## config.mk

```make
export PLATFORM = sky130hd
export DESIGN_NAME = board_grid_ctrl
export DESIGN_NICKNAME = d
export VERILOG_FILES = /design/src/rtl/board_grid_ctrl.sv
export SDC_FILE = /design/constraint.sdc
export NUM_CORES = 1
export LEC_CHECK = 0
export BUFFER_PORTS_ARGS = -buffer_cell sky130_fd_sc_hd__buf_2
export CAP_MARGIN = 25
export CORE_MARGIN = 5
export CORE_UTILIZATION = 56
export DETAILED_ROUTE_END_ITERATION = 12
export GPL_TIMING_DRIVEN = 0
export PLACE_DENSITY = 0.83
export RECOVER_POWER = 50
export SETUP_SLACK_MARGIN = 0.2
export SYNTH_ARGS = -nofsm -noshare
export SYNTH_HDL_FRONTEND = slang
export SYNTH_SLANG_ARGS = --single-unit
```

## constraint.sdc

```tcl
create_clock -name pclk -period 5.79 [get_ports pclk]
set_input_delay 0.2895 -clock pclk [delete_from_list [all_inputs] [get_ports pclk]]
set_output_delay 0.2895 -clock pclk [all_outputs]
set_load 0.05 [all_outputs]
```

## src/rtl/board_grid_ctrl.sv

```systemverilog
// board_grid_ctrl: game-board controller with a video overlay.
// Decodes the cursor into a grid cell and turns mouse clicks into moves.
// Keeps an occupancy array of 2 bits per cell ({occupied, player}).
// Fills occupied cells in the video stream with the owner's colour.
//
// Ports:
//   pclk, rst_n                              pixel clock, async active-low reset
//   hcount_in/vcount_in, *sync_in, *blnk_in  timing in
//   rgb_in                                   upstream pixel colour
//   xpos, ypos, mouse_left                   cursor position and left button
//   start_en, clear                          game active, synchronous board clear
//   *_out                                    video delayed by 2 pclk cycles
//   move_valid, move_cell, move_player       last accepted move
//   turn, board_full                         game status
//
// Optional feature macro: HOVER_HIGHLIGHT_EN. When defined, an empty cell
// under the cursor is lightened while start_en=1.
module board_grid_ctrl #(
  parameter int unsigned GRID_N  = 3,
  parameter int unsigned CELL_W  = 336,
  parameter int unsigned CELL_H  = 250,
  parameter int unsigned GAP     = 6,
  parameter logic [11:0] X_COLOR = 12'hF00,
  parameter logic [11:0] O_COLOR = 12'h00F
) (
  input  logic        pclk,
  input  logic        rst_n,
  input  logic [10:0] hcount_in,
  input  logic [10:0] vcount_in,
  input  logic        hsync_in,
  input  logic        vsync_in,
  input  logic        hblnk_in,
  input  logic        vblnk_in,
  input  logic [11:0] rgb_in,
  input  logic [11:0] xpos,
  input  logic [11:0] ypos,
  input  logic        mouse_left,
  input  logic        start_en,
  input  logic        clear,
  output logic [10:0] hcount_out,
  output logic [10:0] vcount_out,
  output logic        hsync_out,
  output logic        vsync_out,
  output logic        hblnk_out,
  output logic        vblnk_out,
  output logic [11:0] rgb_out,
  output logic        move_valid,
  output logic [3:0]  move_cell,
  output logic        move_player,
  output logic        turn,
  output logic        board_full
);

  localparam int unsigned NCELLS = GRID_N * GRID_N;

  // One axis: {hit, index}. A coordinate in a gap or past the last cell misses.
  function automatic logic [2:0] axis_hit(input int unsigned p, input int unsigned sz);
    axis_hit = '0;
    for (int unsigned c = 0; c < GRID_N; c++) begin
      if (p >= c * (sz + GAP) && p <= c * (sz + GAP) + sz - 1)
        axis_hit = {1'b1, 2'(c)};
    end
  endfunction

  // Both axes: {hit, row-major cell index}.
  function automatic logic [4:0] cell_hit(input int unsigned x, input int unsigned y);
    logic [2:0] col;
    logic [2:0] row;
    col = axis_hit(x, CELL_W);
    row = axis_hit(y, CELL_H);
    cell_hit = {col[2] & row[2], 4'(32'(row[1:0]) * GRID_N + 32'(col[1:0]))};
  endfunction

  function automatic logic [1:0] occ_at(input logic [NCELLS-1:0][1:0] occ,
                                        input logic [3:0] idx);
    occ_at = '0;
    for (int unsigned i = 0; i < NCELLS; i++) begin
      if (4'(i) == idx) occ_at = occ[i];
    end
  endfunction

  // Control state
  logic [NCELLS-1:0][1:0] occ_q, occ_d;
  logic       turn_q, turn_d;
  logic       full_q, full_d;
  logic       move_valid_q, move_valid_d;
  logic [3:0] move_cell_q, move_cell_d;
  logic       move_player_q, move_player_d;
  logic       mouse_q, mouse_d;
  // armed_q blocks a false click on the first edge after reset release
  logic       armed_q, armed_d;

  // Video stage 1
  logic [10:0] h1_q, v1_q;
  logic        hs1_q, vs1_q, hb1_q, vb1_q;
  logic [11:0] rgb1_q;
  logic        pix_hit1_q;
  logic [3:0]  pix_idx1_q;
`ifdef HOVER_HIGHLIGHT_EN
  logic        hover1_q;
`endif

  // Video stage 2 (outputs)
  logic [10:0] h2_q, v2_q;
  logic        hs2_q, vs2_q, hb2_q, vb2_q;
  logic [11:0] rgb2_q, rgb2_d;

  logic [4:0] cur_c;
  logic [4:0] pix_c;
  logic [1:0] cur_occ_c;
  logic [1:0] pix_occ_c;
  logic       click_c;
  logic       accept_c;

  // Cursor decode and click qualification
  always_comb begin
    cur_c     = cell_hit(32'(xpos), 32'(ypos));
    pix_c     = cell_hit(32'(hcount_in), 32'(vcount_in));
    cur_occ_c = occ_at(occ_q, cur_c[3:0]);
    click_c   = mouse_left & ~mouse_q & armed_q;
    accept_c  = click_c & start_en & ~clear & ~full_q & cur_c[4] & ~cur_occ_c[1];
  end

  // Game next-state
  always_comb begin
    occ_d         = occ_q;
    turn_d        = turn_q;
    full_d        = full_q;
    move_valid_d  = 1'b0;
    move_cell_d   = move_cell_q;
    move_player_d = move_player_q;
    mouse_d       = mouse_left;
    armed_d       = 1'b1;
    if (clear) begin
      occ_d  = '0;
      turn_d = 1'b0;
      full_d = 1'b0;
    end else if (accept_c) begin
      for (int unsigned i = 0; i < NCELLS; i++) begin
        if (4'(i) == cur_c[3:0]) occ_d[i] = {1'b1, turn_q};
      end
      turn_d        = ~turn_q;
      move_valid_d  = 1'b1;
      move_cell_d   = cur_c[3:0];
      move_player_d = turn_q;
      full_d        = 1'b1;
      for (int unsigned i = 0; i < NCELLS; i++) full_d = full_d & occ_d[i][1];
    end
  end

  // Stage 2 colour: owner colour inside visible occupied cells
  always_comb begin
    pix_occ_c = occ_at(occ_q, pix_idx1_q);
    rgb2_d    = rgb1_q;
    if (pix_hit1_q && pix_occ_c[1] && !hb1_q && !vb1_q) begin
      rgb2_d = pix_occ_c[0] ? O_COLOR : X_COLOR;
    end
`ifdef HOVER_HIGHLIGHT_EN
    else if (hover1_q && pix_hit1_q && !pix_occ_c[1]) begin
      rgb2_d = rgb1_q | 12'h888;
    end
`endif
  end

  always_ff @(posedge pclk or negedge rst_n) begin
    if (!rst_n) begin
      occ_q         <= '0;
      turn_q        <= 1'b0;
      full_q        <= 1'b0;
      move_valid_q  <= 1'b0;
      move_cell_q   <= '0;
      move_player_q <= 1'b0;
      mouse_q       <= 1'b0;
      armed_q       <= 1'b0;
    end else begin
      occ_q         <= occ_d;
      turn_q        <= turn_d;
      full_q        <= full_d;
      move_valid_q  <= move_valid_d;
      move_cell_q   <= move_cell_d;
      move_player_q <= move_player_d;
      mouse_q       <= mouse_d;
      armed_q       <= armed_d;
    end
  end

  // Two-stage video pipeline
  always_ff @(posedge pclk or negedge rst_n) begin
    if (!rst_n) begin
      h1_q       <= '0;
      v1_q       <= '0;
      hs1_q      <= 1'b0;
      vs1_q      <= 1'b0;
      hb1_q      <= 1'b0;
      vb1_q      <= 1'b0;
      rgb1_q     <= '0;
      pix_hit1_q <= 1'b0;
      pix_idx1_q <= '0;
`ifdef HOVER_HIGHLIGHT_EN
      hover1_q   <= 1'b0;
`endif
      h2_q       <= '0;
      v2_q       <= '0;
      hs2_q      <= 1'b0;
      vs2_q      <= 1'b0;
      hb2_q      <= 1'b0;
      vb2_q      <= 1'b0;
      rgb2_q     <= '0;
    end else begin
      h1_q       <= hcount_in;
      v1_q       <= vcount_in;
      hs1_q      <= hsync_in;
      vs1_q      <= vsync_in;
      hb1_q      <= hblnk_in;
      vb1_q      <= vblnk_in;
      rgb1_q     <= rgb_in;
      pix_hit1_q <= pix_c[4];
      pix_idx1_q <= pix_c[3:0];
`ifdef HOVER_HIGHLIGHT_EN
      hover1_q   <= start_en & cur_c[4] & (cur_c[3:0] == pix_c[3:0]);
`endif
      h2_q       <= h1_q;
      v2_q       <= v1_q;
      hs2_q      <= hs1_q;
      vs2_q      <= vs1_q;
      hb2_q      <= hb1_q;
      vb2_q      <= vb1_q;
      rgb2_q     <= rgb2_d;
    end
  end

  assign hcount_out  = h2_q;
  assign vcount_out  = v2_q;
  assign hsync_out   = hs2_q;
  assign vsync_out   = vs2_q;
  assign hblnk_out   = hb2_q;
  assign vblnk_out   = vb2_q;
  assign rgb_out     = rgb2_q;
  assign move_valid  = move_valid_q;
  assign move_cell   = move_cell_q;
  assign move_player = move_player_q;
  assign turn        = turn_q;
  assign board_full  = full_q;

endmodule
```

Word-level counts from Yosys, hierarchy flattened
Index checks and enable logic that the tools add are counted.
Storage, ports and cells
  register bits after elaboration: 109
  bits of input ports: 67
  output and inout bits: 46
  word-level logic and storage cells: 205
Cells by class
  $add $sub $neg: 2
  $mul: 2
  $lt $le $gt $ge: 20
  equal/unequal tests: 16
  muxes and demuxes: 67
  bitwise operators: 22
  reductions and logical operators: 35
Operators with widths (count)
  $mux 2: 45
  $le 12x10->1 const B: 3
  $mux 18: 2
  $mux 3: 12
  $le 11x10->1 const B: 3
  $eq 3x4->1 const A: 8
  $ge 12x10->1 const B: 2
  $ge 12x9->1 const B: 2
  $le 12x9->1 const B: 2
  $mux 12: 2
  $ge 11x10->1 const B: 2
  $ge 11x9->1 const B: 2
  $le 11x9->1 const B: 2
  $reduce_and 2->1: 10
  $reduce_bool 2->1: 10
  $and 1x1->1: 17
  $eq 2x4->1 const A: 4
  $le 12x8->1 const B: 1
  $le 11x8->1 const B: 1
  $logic_and 1x1->1: 11
  $add 4x2->4: 2
  $eq 1x4->1 const A: 2
  $eq 4x4->1 const A: 2
  $logic_not 4->1: 2
  4 further kinds: 15

Logic depth before layout (Yosys ltp)
Gate-level depths: netlist (run 1).
  word-level depth: 30
  depth in mapped cells: 15
  depth with buffers taken out: 12

Least setup slack after synthesis (run 1)
No wires, ideal clock.
  path type: input to register
  start point: input ypos[6]
  end point: register move_cell_q[0], in the netlist move_cell[0]
  library setup time: 125 ps
  arrival time: 3447 ps
  required time: 5665 ps
  path slack: 2218 ps
  cell stages on the path: 13
  buffers on the path: 1
  path through: nand4_1 -> o21ai_0 -> nor3b_1 -> or2_2 -> ha_1 -> ha_1 -> fa_1 -> buf_2 -> nor4b_1 -> a311oi_1 -> o21ai_4 -> o2111ai_4 -> mux2_2
Between the ends
  longest elaborated chain between the ends: 19
  elaborated cells on any way between the ends: 35
  classes of those cells: 1 x add/sub; 1 x mul; 5 x order compare; 8 x eq/ne; 12 x mux; 4 x bitwise; 4 x reduce/logical
RTL lines
  start: declaration: RTL line 36  | input logic [11:0] ypos,
  $ge 12x9->1 or $le 12x9->1 (tied branches): RTL line 60  | if (p >= c * (sz + GAP) && p <= c * (sz + GAP) + sz - 1)
  $logic_and 1x1->1: RTL line 60
  $mux 3: RTL line 60
  $mux 3 *: RTL line 60
  $mul 2x2->4 *: RTL line 71  | cell_hit = {col[2] & row[2], 4'(32'(row[1:0]) * GRID_N + 32'(col[1:0]))};
  $add 4x2->4 *: RTL line 71
  named net cur_c[2]: RTL line 108  | logic [4:0] cur_c;
  $logic_not 4->1: RTL line 78  | if (4'(i) == idx) occ_at = occ[i];
  $mux 2 (8 in a row): RTL line 78
  $mux 2 *: RTL line 78
  $not 1->1 *: RTL line 121  | accept_c = click_c & start_en & ~clear & ~full_q & cur_c[4] & ~cur_occ_c[1];
  $and 1x1->1 *: RTL line 121
  $reduce_and 2->1 (no source line) *
  end signal: assignment: RTL line 180  | move_cell_q <= move_cell_d;
  end: declaration: RTL line 87  | logic [3:0] move_cell_q, move_cell_d;
Mark *: on every way through the listed nets, which the timed path passes. The rest lies on a longest branch.
A chain may end at the register's enable or synchronous reset.

Worst setup path after layout (run 1)
  start point: input xpos[7]
  end point: register move_player_q, in the netlist move_player
Between the ends
  longest elaborated chain between the ends: 18
  elaborated cells on any way between the ends: 34
  classes of those cells: 1 x add/sub; 5 x order compare; 8 x eq/ne; 12 x mux; 4 x bitwise; 4 x reduce/logical
RTL lines
  start: declaration: RTL line 35  | input logic [11:0] xpos,
  $ge 12x9->1 or $le 12x10->1 (tied branches): RTL line 60
  $logic_and 1x1->1: RTL line 60
  $mux 3: RTL line 60
  $mux 3 *: RTL line 60
  $add 4x2->4 *: RTL line 71
  named net cur_c[2]: RTL line 108
  $logic_not 4->1: RTL line 78
  $mux 2 (8 in a row): RTL line 78
  $mux 2 *: RTL line 78
  $not 1->1 *: RTL line 121
  $and 1x1->1 *: RTL line 121
  $reduce_and 2->1 (no source line) *
  end signal: assignment: RTL line 181  | move_player_q <= move_player_d;
  end: declaration: RTL line 88  | logic move_player_q, move_player_d;
Marks and branches as above.

==> results of run 1 <==
power by group:
part | internal (mW) | switching, mW
combinational | 0.0556 | 0.125
clock | 0.172 | 0.246
sequential | 0.791 | 0.00934
total | 1.02 | 0.380
cells in the mapped netlist, types with 2 or more instances:
library cell / n
o32ai_1: 2
a21oi_1: 17
dfrtp_1: 109
o21a_1: 4
a21o_1: 2
mux2_2: 14
nand4_1: 3
nand2b_1: 15
o21ai_0: 9
ha_1: 6
fa_1: 2
nand3_1: 3
and3_1: 2
nor2b_1: 10
clkbuf_1: 5
buf_2: 4
nor2_1: 12
mux2i_1: 13
a31oi_1: 2
inv_1: 16
buf_4: 3
nor4b_1: 5
nand2_1: 13
o211ai_1: 5
nor3b_1: 6
a211oi_1: 2
buf_1: 2
a2111oi_0: 3
o2111ai_1: 9
nor3_1: 6
buf_6: 2
state kept, by name (all words and copies together), names as in the netlist, 4 cells and up:
signal,count
h1_q,11
hcount_out,11
move_cell,4
occ_q,18
pix_idx1_q,4
rgb1_q,12
rgb_out,12
v1_q,11
vcount_out,11
layout by cell type (no fill, tap or decap), types with 3 or more instances in the layout:
| master | instances |
|---|---|
| mux2_2 | 14 |
| nor3b_1 | 6 |
| a2111oi_0 | 3 |
| nor3_1 | 6 |
| dfrtp_1 | 109 |
| dlygate4sd3_1 | 4 |
| nor4b_1 | 5 |
| a21oi_1 | 17 |
| o21ai_0 | 9 |
| nor2b_1 | 10 |
| clkbuf_8 | 10 |
| nand2_1 | 13 |
| o21a_1 | 4 |
| clkbuf_1 | 30 |
| inv_1 | 16 |
| nor2_1 | 12 |
| buf_2 | 89 |
| nand3_1 | 3 |
| nand4_1 | 3 |
| o2111ai_1 | 9 |
| ha_1 | 6 |
| nand2b_1 | 15 |
| o211ai_1 | 5 |
| mux2i_1 | 13 |
| buf_4 | 3 |
layer usage:
metal / wire [um] / up-vias / GRT usage
met5: 0 / - / 0
met4: 112 / 0 / 0.0620
met3: 689 / 10 / 0.0657
met2: 4620 / 111 / 0.329
met1: 3500 / 1492 / 0.237
li1: - / 1446 / -
cell type report:
type	count	share of cell area
clock buffer	10	0.0262
buffer	16	0.0174
tap	102	0.0243
multi-input combinational	192	0.282
inverter	16	0.0114
sequential	109	0.519
timing repair buffer	115	0.112
clock inverter	5	0.00856
repair_timing:
action,4_1_cts,5_1_grt
gates resized for setup,0,0
endpoints found under the hold margin,26,3
hold buffers,1,3
cell families after synthesis:
logic type | synth area share
buf+inv | 0.0347
other cells | 0.000860
simple gates | 0.110
mux | 0.0754
compound gates | 0.128
fa+ha+maj | 0.0264
flops | 0.625
final timing paths:
check / slack (ns) / endpoint / cells past startpoint
min: 0.03 / h1_q[0] / 1
min reg2reg: 0.35 / vcount_out[8] / 0
max reg2reg: 3.62 / rgb_out[3] / 6
min in group asynchronous: 1.44 / rgb1_q[5] / 2
max in group asynchronous: 2.66 / hsync_out / 2
max: 2.03 / move_player / 14
==> impl_summary.md, run 1 <==
Critical path
The slowest stage of the critical path is the a2111oi_0 cell. The maximum fanout along the worst path is 10. In this run the critical register-to-register path is launched from pix_idx1_q[1]. The data arrival time of the critical path is 4.01 ns. STA classifies the critical path endpoint as a flop. The critical path startpoint category is a primary input. For the worst setup path, the data required time is 6.04 ns. The critical path starts at xpos[7]. The buffer and inverter count on the worst path is 3. On the worst path, the slowest cell contributes a delay of around 0.61 ns. The critical path goes through buf_2 -> a2111oi_0 -> o41ai_2 -> clkbuf_1 -> nor2b_1 -> ha_1 -> ha_1 -> fa_1 -> buf_2 -> nor4b_1 -> a311oi_1 -> o21ai_4 -> o2111ai_4 -> mux2_2.

Grouping stages by cell kind, the critical path spends the most delay in compound AO/OA/AOI/OAI gates. The start-to-end type of the worst setup path is primary input to flop.

STA
The tightest hold path in the finished design has a slack of 0.0309 ns. The peak clock frequency supported by timing is roughly 0.27 GHz. Setup slack on the critical path of the routed design comes to 2.03 ns. The number of pins exceeding their max-slew limit in the final report was between 50 and 60. At the pin with the least slew margin, the transition time is between 2 and 3 ns. The final-layout setup total negative slack is 0 ns. The final cycle utilization of the critical path is 0.649. Clock skew on the completed layout was measured at 0.00918 ns. Setup repair after global routing left no endpoint under its margin. The headroom to the max-slew limit is -0.989. Setup violations remaining at the end of the flow were counted as 0. The worst path needs 3.76 ns of the cycle, external delays included.

The number of hold violations in the final report is 0.

Hold path
The startpoint identified for the worst hold timing path is hcount_in[0]. The worst hold path belongs to the class primary input to flop.

Route
After the first detailed-routing iteration, the DRC count stood at 102. The iteration count of the initial detailed-routing pass is 4. The via density per instance is around 5.4.

The count of antenna-violating nets left after detailed routing is 0. The number of design rule violations left after detail routing is 0. The overall via count from detail_route is 3059. The detail-routed net length per standard cell is 15.8 um. The final layout contains routed wiring with a total length of 8.92 mm.

Finish
The sequential cell area is ~2700 sq um. Relative to the synthesized area, the layout overhead comes to 20.6%. The share of the core filled with cells is 0.688.

The area of combinational cells with multiple inputs is 1480 sq um. The final standard cell count with taps included and fillers excluded is 565. For this run, the post-layout net count is ~530. After routing the design area is 5260 sq um.

The final-layout fill cell count is 579. 0 antenna diodes ended up in the layout. Of the cells placed in the final design, the portion with a size suffix greater than 1 is 0.285.

CTS
Counting the buffers created by CTS gives 9. The post-CTS setup buffer count is 0. The TritonCTS clock tree is done. The clock latency reported for the late side of the worst-skew pair is 0.36 ns. The H-tree was split into 3 levels. The clock net in this run drives a total of 109 sinks. The root buffer cell chosen for the clock tree is clkbuf_8. The clock-pin slew reported for the worst setup and hold paths after clock tree synthesis is around 0.1 ns. The clock passes through at most 2 buffers.

Yosys
The sequential fraction of the synthesis area is 0.625. In this run, synthesis inferred 0 flip-flops with an integrated enable. After synthesis the netlist holds a flip-flop and latch count of 109.

In the synthesized netlist the async set-or-reset flop fraction comes to 1.00. The total number of yosys warnings is 0. Sorting the synthesized cells by area gives the leading types as dfrtp_1, mux2_2, mux2i_1.

The area share of the largest cell type after synthesis is 0.625. The number of nets handed over by synthesis was a little over 400. Synthesis handed over a netlist of 333 instances. In the synthesized netlist the dominant register cell turns out to be dfrtp_1. After synthesis the cells add up to 4360 sq um. The count of unique library cells instantiated by Yosys is 58. The synthesized design spends more area on one cell type than any other, namely dfrtp_1. The mean instance size in the synthesized netlist is ~13 sq um.

Floorplan
The width of the die is 98.3 um. In this run the core area contains 32 standard-cell rows. Measured along the y axis, the die boundary spans 98.3 um.

The area of the die is just under 10000 sq um. The effective utilization at floorplan is 0.571. For this design the top-level I/O count stands at 113. The placeable core region is 7650 sq um.

Outcome
The final reports fail on capacitance limit, slew limit. The run finished, with violations left.

Job
Max-cap violations in this run came to 1.

Global routing
The via count of the first global-routing pass is 3176. The first-pass GRT wire length is 15.1 mm. Across every metal layer, demand over resource in global routing totals 0.195. The maximum number of pins on one net before global-route repair is 58. The overflow left after global routing is 0. The number of antenna violations at the first check in global routing is 0.

Placement
The number of cells in the design after placement is 546. At the end of routability-driven placement, the weighted congestion stood at approximately 0.91. The worst slack at placement is 1.72 ns.

After legalization and detailed placement, the total HPWL measured 6.70 mm. Buffers placed on the I/O ports in this run total 110. The instance area after placement is 5070 sq um.

Power and ir drop
Overall power consumption after layout is estimated at 1.40 mW. The leakage dissipation is 2.42 nW. The total power density per cell area is around 270 nW/um^2. VDD sags by at most 0.000208 V.
Note: power is estimated with default switching activity, not from simulation.
==> run 2: changes to the inputs <==
--- a/config.mk
+++ b/config.mk
@@ -5,13 +5,14 @@
 export SDC_FILE = /design/constraint.sdc
 export NUM_CORES = 1
 export LEC_CHECK = 0
+export ABC_AREA = 1
 export BUFFER_PORTS_ARGS = -buffer_cell sky130_fd_sc_hd__buf_2
 export CAP_MARGIN = 25
 export CORE_MARGIN = 5
-export CORE_UTILIZATION = 56
+export CORE_UTILIZATION = 48
 export DETAILED_ROUTE_END_ITERATION = 12
 export GPL_TIMING_DRIVEN = 0
-export PLACE_DENSITY = 0.83
+export PLACE_DENSITY = 0.75
 export RECOVER_POWER = 50
 export SETUP_SLACK_MARGIN = 0.2
 export SYNTH_ARGS = -nofsm -noshare
==> constraint.sdc (replaced) <==
create_clock -name pclk -period 3.09 [get_ports pclk]
set_input_delay 0.1545 -clock pclk [delete_from_list [all_inputs] [get_ports pclk]]
set_output_delay 0.1545 -clock pclk [all_outputs]
set_load 0.05 [all_outputs]
==> impl_summary.md, run 2 <==
Finish
The count of inserted antenna diode cells is 0. The flip-flop count of the largest register, all copies and words added is 18. The library cells used most frequently in the layout, excluding fill and tap cells, are nand2_1, dfrtp_1, buf_2. At the end of the flow the core is filled with cells to 0.626. Leaving out fill and tap cells, the most frequent cell in the layout is nand2_1. From synthesis to final layout, the design area changed by 29.1%. In the final layout, the share of cells above drive strength 1 is 0.241.

The final net count is 729. The largest register by flop count is occ_q.

Yosys
The number of flops mapped to enable cells by yosys is 0. The largest total area in the synthesized netlist belongs to dfrtp_1. Synthesis inferred 109 register bits. The area share of the largest cell type after synthesis is 0.587. Counting flops with an async set or reset pin after synthesis yields a share of 1.00. By area the synthesized netlist is led by dfrtp_1, nand2_1, inv_1.

The total number of yosys warnings is 0. The mean instance size in the synthesized netlist is 9.47 sq um. After technology mapping, the gate count stands at around 500. Summing every instance area after synthesis gives 4650 sq um. In the post-synthesis netlist, the cell with the most instances is nand2_1. In the synthesized netlist, the cells that appear most often are nand2_1, dfrtp_1, inv_1.

In the synthesized netlist the dominant register cell turns out to be dfrtp_1. For this run, the register share of the synthesized area comes to 0.587. The count of unique library cells instantiated by Yosys is 35. Synthesis produced a netlist with a net count of 566.

STA
Between clock sinks in the finished design, the worst skew comes to 0.00734 ns. Setup repair after global routing left no endpoint under its margin. The number of pins exceeding their max-slew limit in the final report is 38. Of the available clock period, the critical path in the final layout requires 0.871. Setup violations remaining at the end of the flow were counted as 0. The time the final worst path needs with I/O delays and setup is 2.69 ns. Timing would allow up to 0.372 GHz. In this run the tightest slew margin relative to its limit is -0.338.

After routing, the total negative slack on setup checks comes to 0 ns. The worst hold margin is around 0.24 ns. The slew at the pin with the worst max-slew slack is 2.01 ns.

The number of hold violations in the final report is 0.

Route
For this block, the routed nets add up to 10.6 mm of wire. The via density per instance is 4.76. The count of antenna-violating nets left after detailed routing is 0.

The detailed router's first-iteration violation count is 195. After detailed routing, the average wire length per cell comes to approximately 13 um. The iteration count of the initial detailed-routing pass is 4. Across all layers, the routed design uses 3772 vias. In the routed design, unresolved DRC markers number 0.

Floorplan
After floorplanning, the core was sized to cover 9590 sq um. The count of boundary I/O pins is 113. For this configuration, the core starts out at a cell density of 0.485.

The die covers 11800 sq um. The floorplan has 36 rows. The width of the die is 108 um. Measured along the y axis, the die boundary spans between 100 and 150 um.

Hold path
The worst hold-check path type is primary input to flop.

Global routing
The maximum number of pins on one net before global-route repair is 73. The via count of the first global-routing pass is 3802. The overflow left after global routing is 0. The overall global routing resource usage is 0.191. The first global-routing pass estimated 17.7 mm of wire. The number of antenna violations at the first check in global routing was 0.

CTS
CTS placed an instance of clkbuf_8 at the clock tree root. After clock tree synthesis, the clock-pin slew on the worst setup and hold paths is 0.10 ns. The post-CTS setup buffer count is 0. Counting every sink on the clock net gives 109. TritonCTS built the clock tree.

In this run the deepest clock path goes through 2 buffers. The clock reaches the later pin of the worst-skew pair after 0.37 ns. The number of buffers added by the clock tree synthesis step is 9.

CTS built an H-tree with a depth of 3.

Placement
The number of I/O port buffers is 111. The placer's final routability congestion estimate is 0.868. The detailed-placement wirelength estimate is 7.64 mm.

Critical path
The sort of element at the end of the critical path is a flop. The start-to-end type of the worst setup path is primary input to flop. The maximum fanout along the worst path is 10. The critical path startpoint category is a primary input.

The required time reported for the critical path endpoint is 3.35 ns. For the worst setup path, the data arrival time is ~3 ns.

Outcome
The final reports fail on capacitance limit, slew limit. The run finished, with violations left.

Power and ir drop
The total power density per cell area is 465 nW/um^2. The leakage dissipation is 3.14 nW. VDD sags by at most between 0.0002 and 0.0003 V.

Job
The max-capacitance violation count is 1.
run 2: changes by cell type in the layout (fill, tap and decap cells not counted), sizes merged, moves of 11 or more:
cell,before,now
mux2,15,0
nand3,3,50
dlygate4sd3,4,40
nand4,3,26
nand2,13,118
a21oi,17,6
nor2,12,54
mux2i,13,0
inv,18,81
nand2b,15,0
run 2: metal layers:
| layer | share of wire | vias up | track usage |
|---|---|---|---|
| met5 | 0 | - | 0 |
| met2 | 0.53 | 81 | 0.333 |
| li1 | - | 1867 | - |
| met4 | 0.013 | 0 | 0.0451 |
| met3 | 0.037 | 11 | 0.0436 |
| met1 | 0.42 | 1813 | 0.243 |
run 2: power by group:
group          internal, mW  leakage [nW]  switching (mW)
Clock                 0.395         0.105           0.514
Combinational         0.122          1.70           0.256
Sequential             1.48          1.33          0.0201
Total                  2.00          3.14           0.790
run 2: final cells by class:
class / count / area (sq um)
fillers: 817 / 3590
flip-flops and latches: 109 / 2730
multi-input cells: 293 / 1550
repair buffers: 152 / 958
inverters: 79 / 297
well taps: 133 / 166
clock buffers: 9 / 124
clock inverters: 7 / 91.3
plain buffers: 10 / 85.1
run 2: critical path, stage by stage:
cell     delay [ns]
buf_2          0.09
or2_1          0.24
nor2_1         0.13
nand3_1        0.11
nand2_1        0.07
ha_1           0.23
ha_1           0.21
fa_2           0.57
inv_2          0.07
nand3_2        0.11
nor2_1         0.06
nor2_2         0.18
nand2_4        0.09
nor2_8         0.19
nand2_4        0.13
buf_6          0.18
nand3_2        0.06
nand2_1        0.05
run 2: kinds of logic after synthesis:
group	count (synthesis)	share of synthesized area
DFF	109	0.587
AOI/OAI and AO/OA	22	0.0288
adders and majority gates	8	0.0248
other	1	0.000807
buffers and inverters	89	0.0821
and+or+nand+nor	262	0.277
run 2: timing repair:
action / in CTS / in global routing
endpoints found under the setup margin: 0 / 15
hold endpoints to repair: 76 / 0
gates resized for setup: 0 / 3
hold buffers: 40 / 0
run 2: path summary, 6_finish.rpt:
check                                    from            end  slack [ns]  depth (start not counted)
worst max-delay path                 ypos[11]       occ_q[3]        0.40                         18
worst min-delay path                  ypos[9]      occ_q[17]        0.24                          6
worst max register to register  pix_idx1_q[1]     rgb_out[9]        1.21                         10
worst min register to register        v1_q[5]  vcount_out[5]        0.36                          0
max in group asynchronous               rst_n  vcount_out[8]        1.06                          2
min in group asynchronous               rst_n      rgb1_q[7]        0.88                          2
run 2: per-stage QoR:
step                worst slack [ns]  std cells  power [mW]  area, sq um
floorplan                      0.404        491        1.73         4650
global placement              0.0475        735        1.86         5370
detailed placement            0.0217        736        1.87         5400
CTS                            0.421        792        2.81         6020
global route                   0.209        792        2.92         6000
finish                         0.400        792        2.79         6000
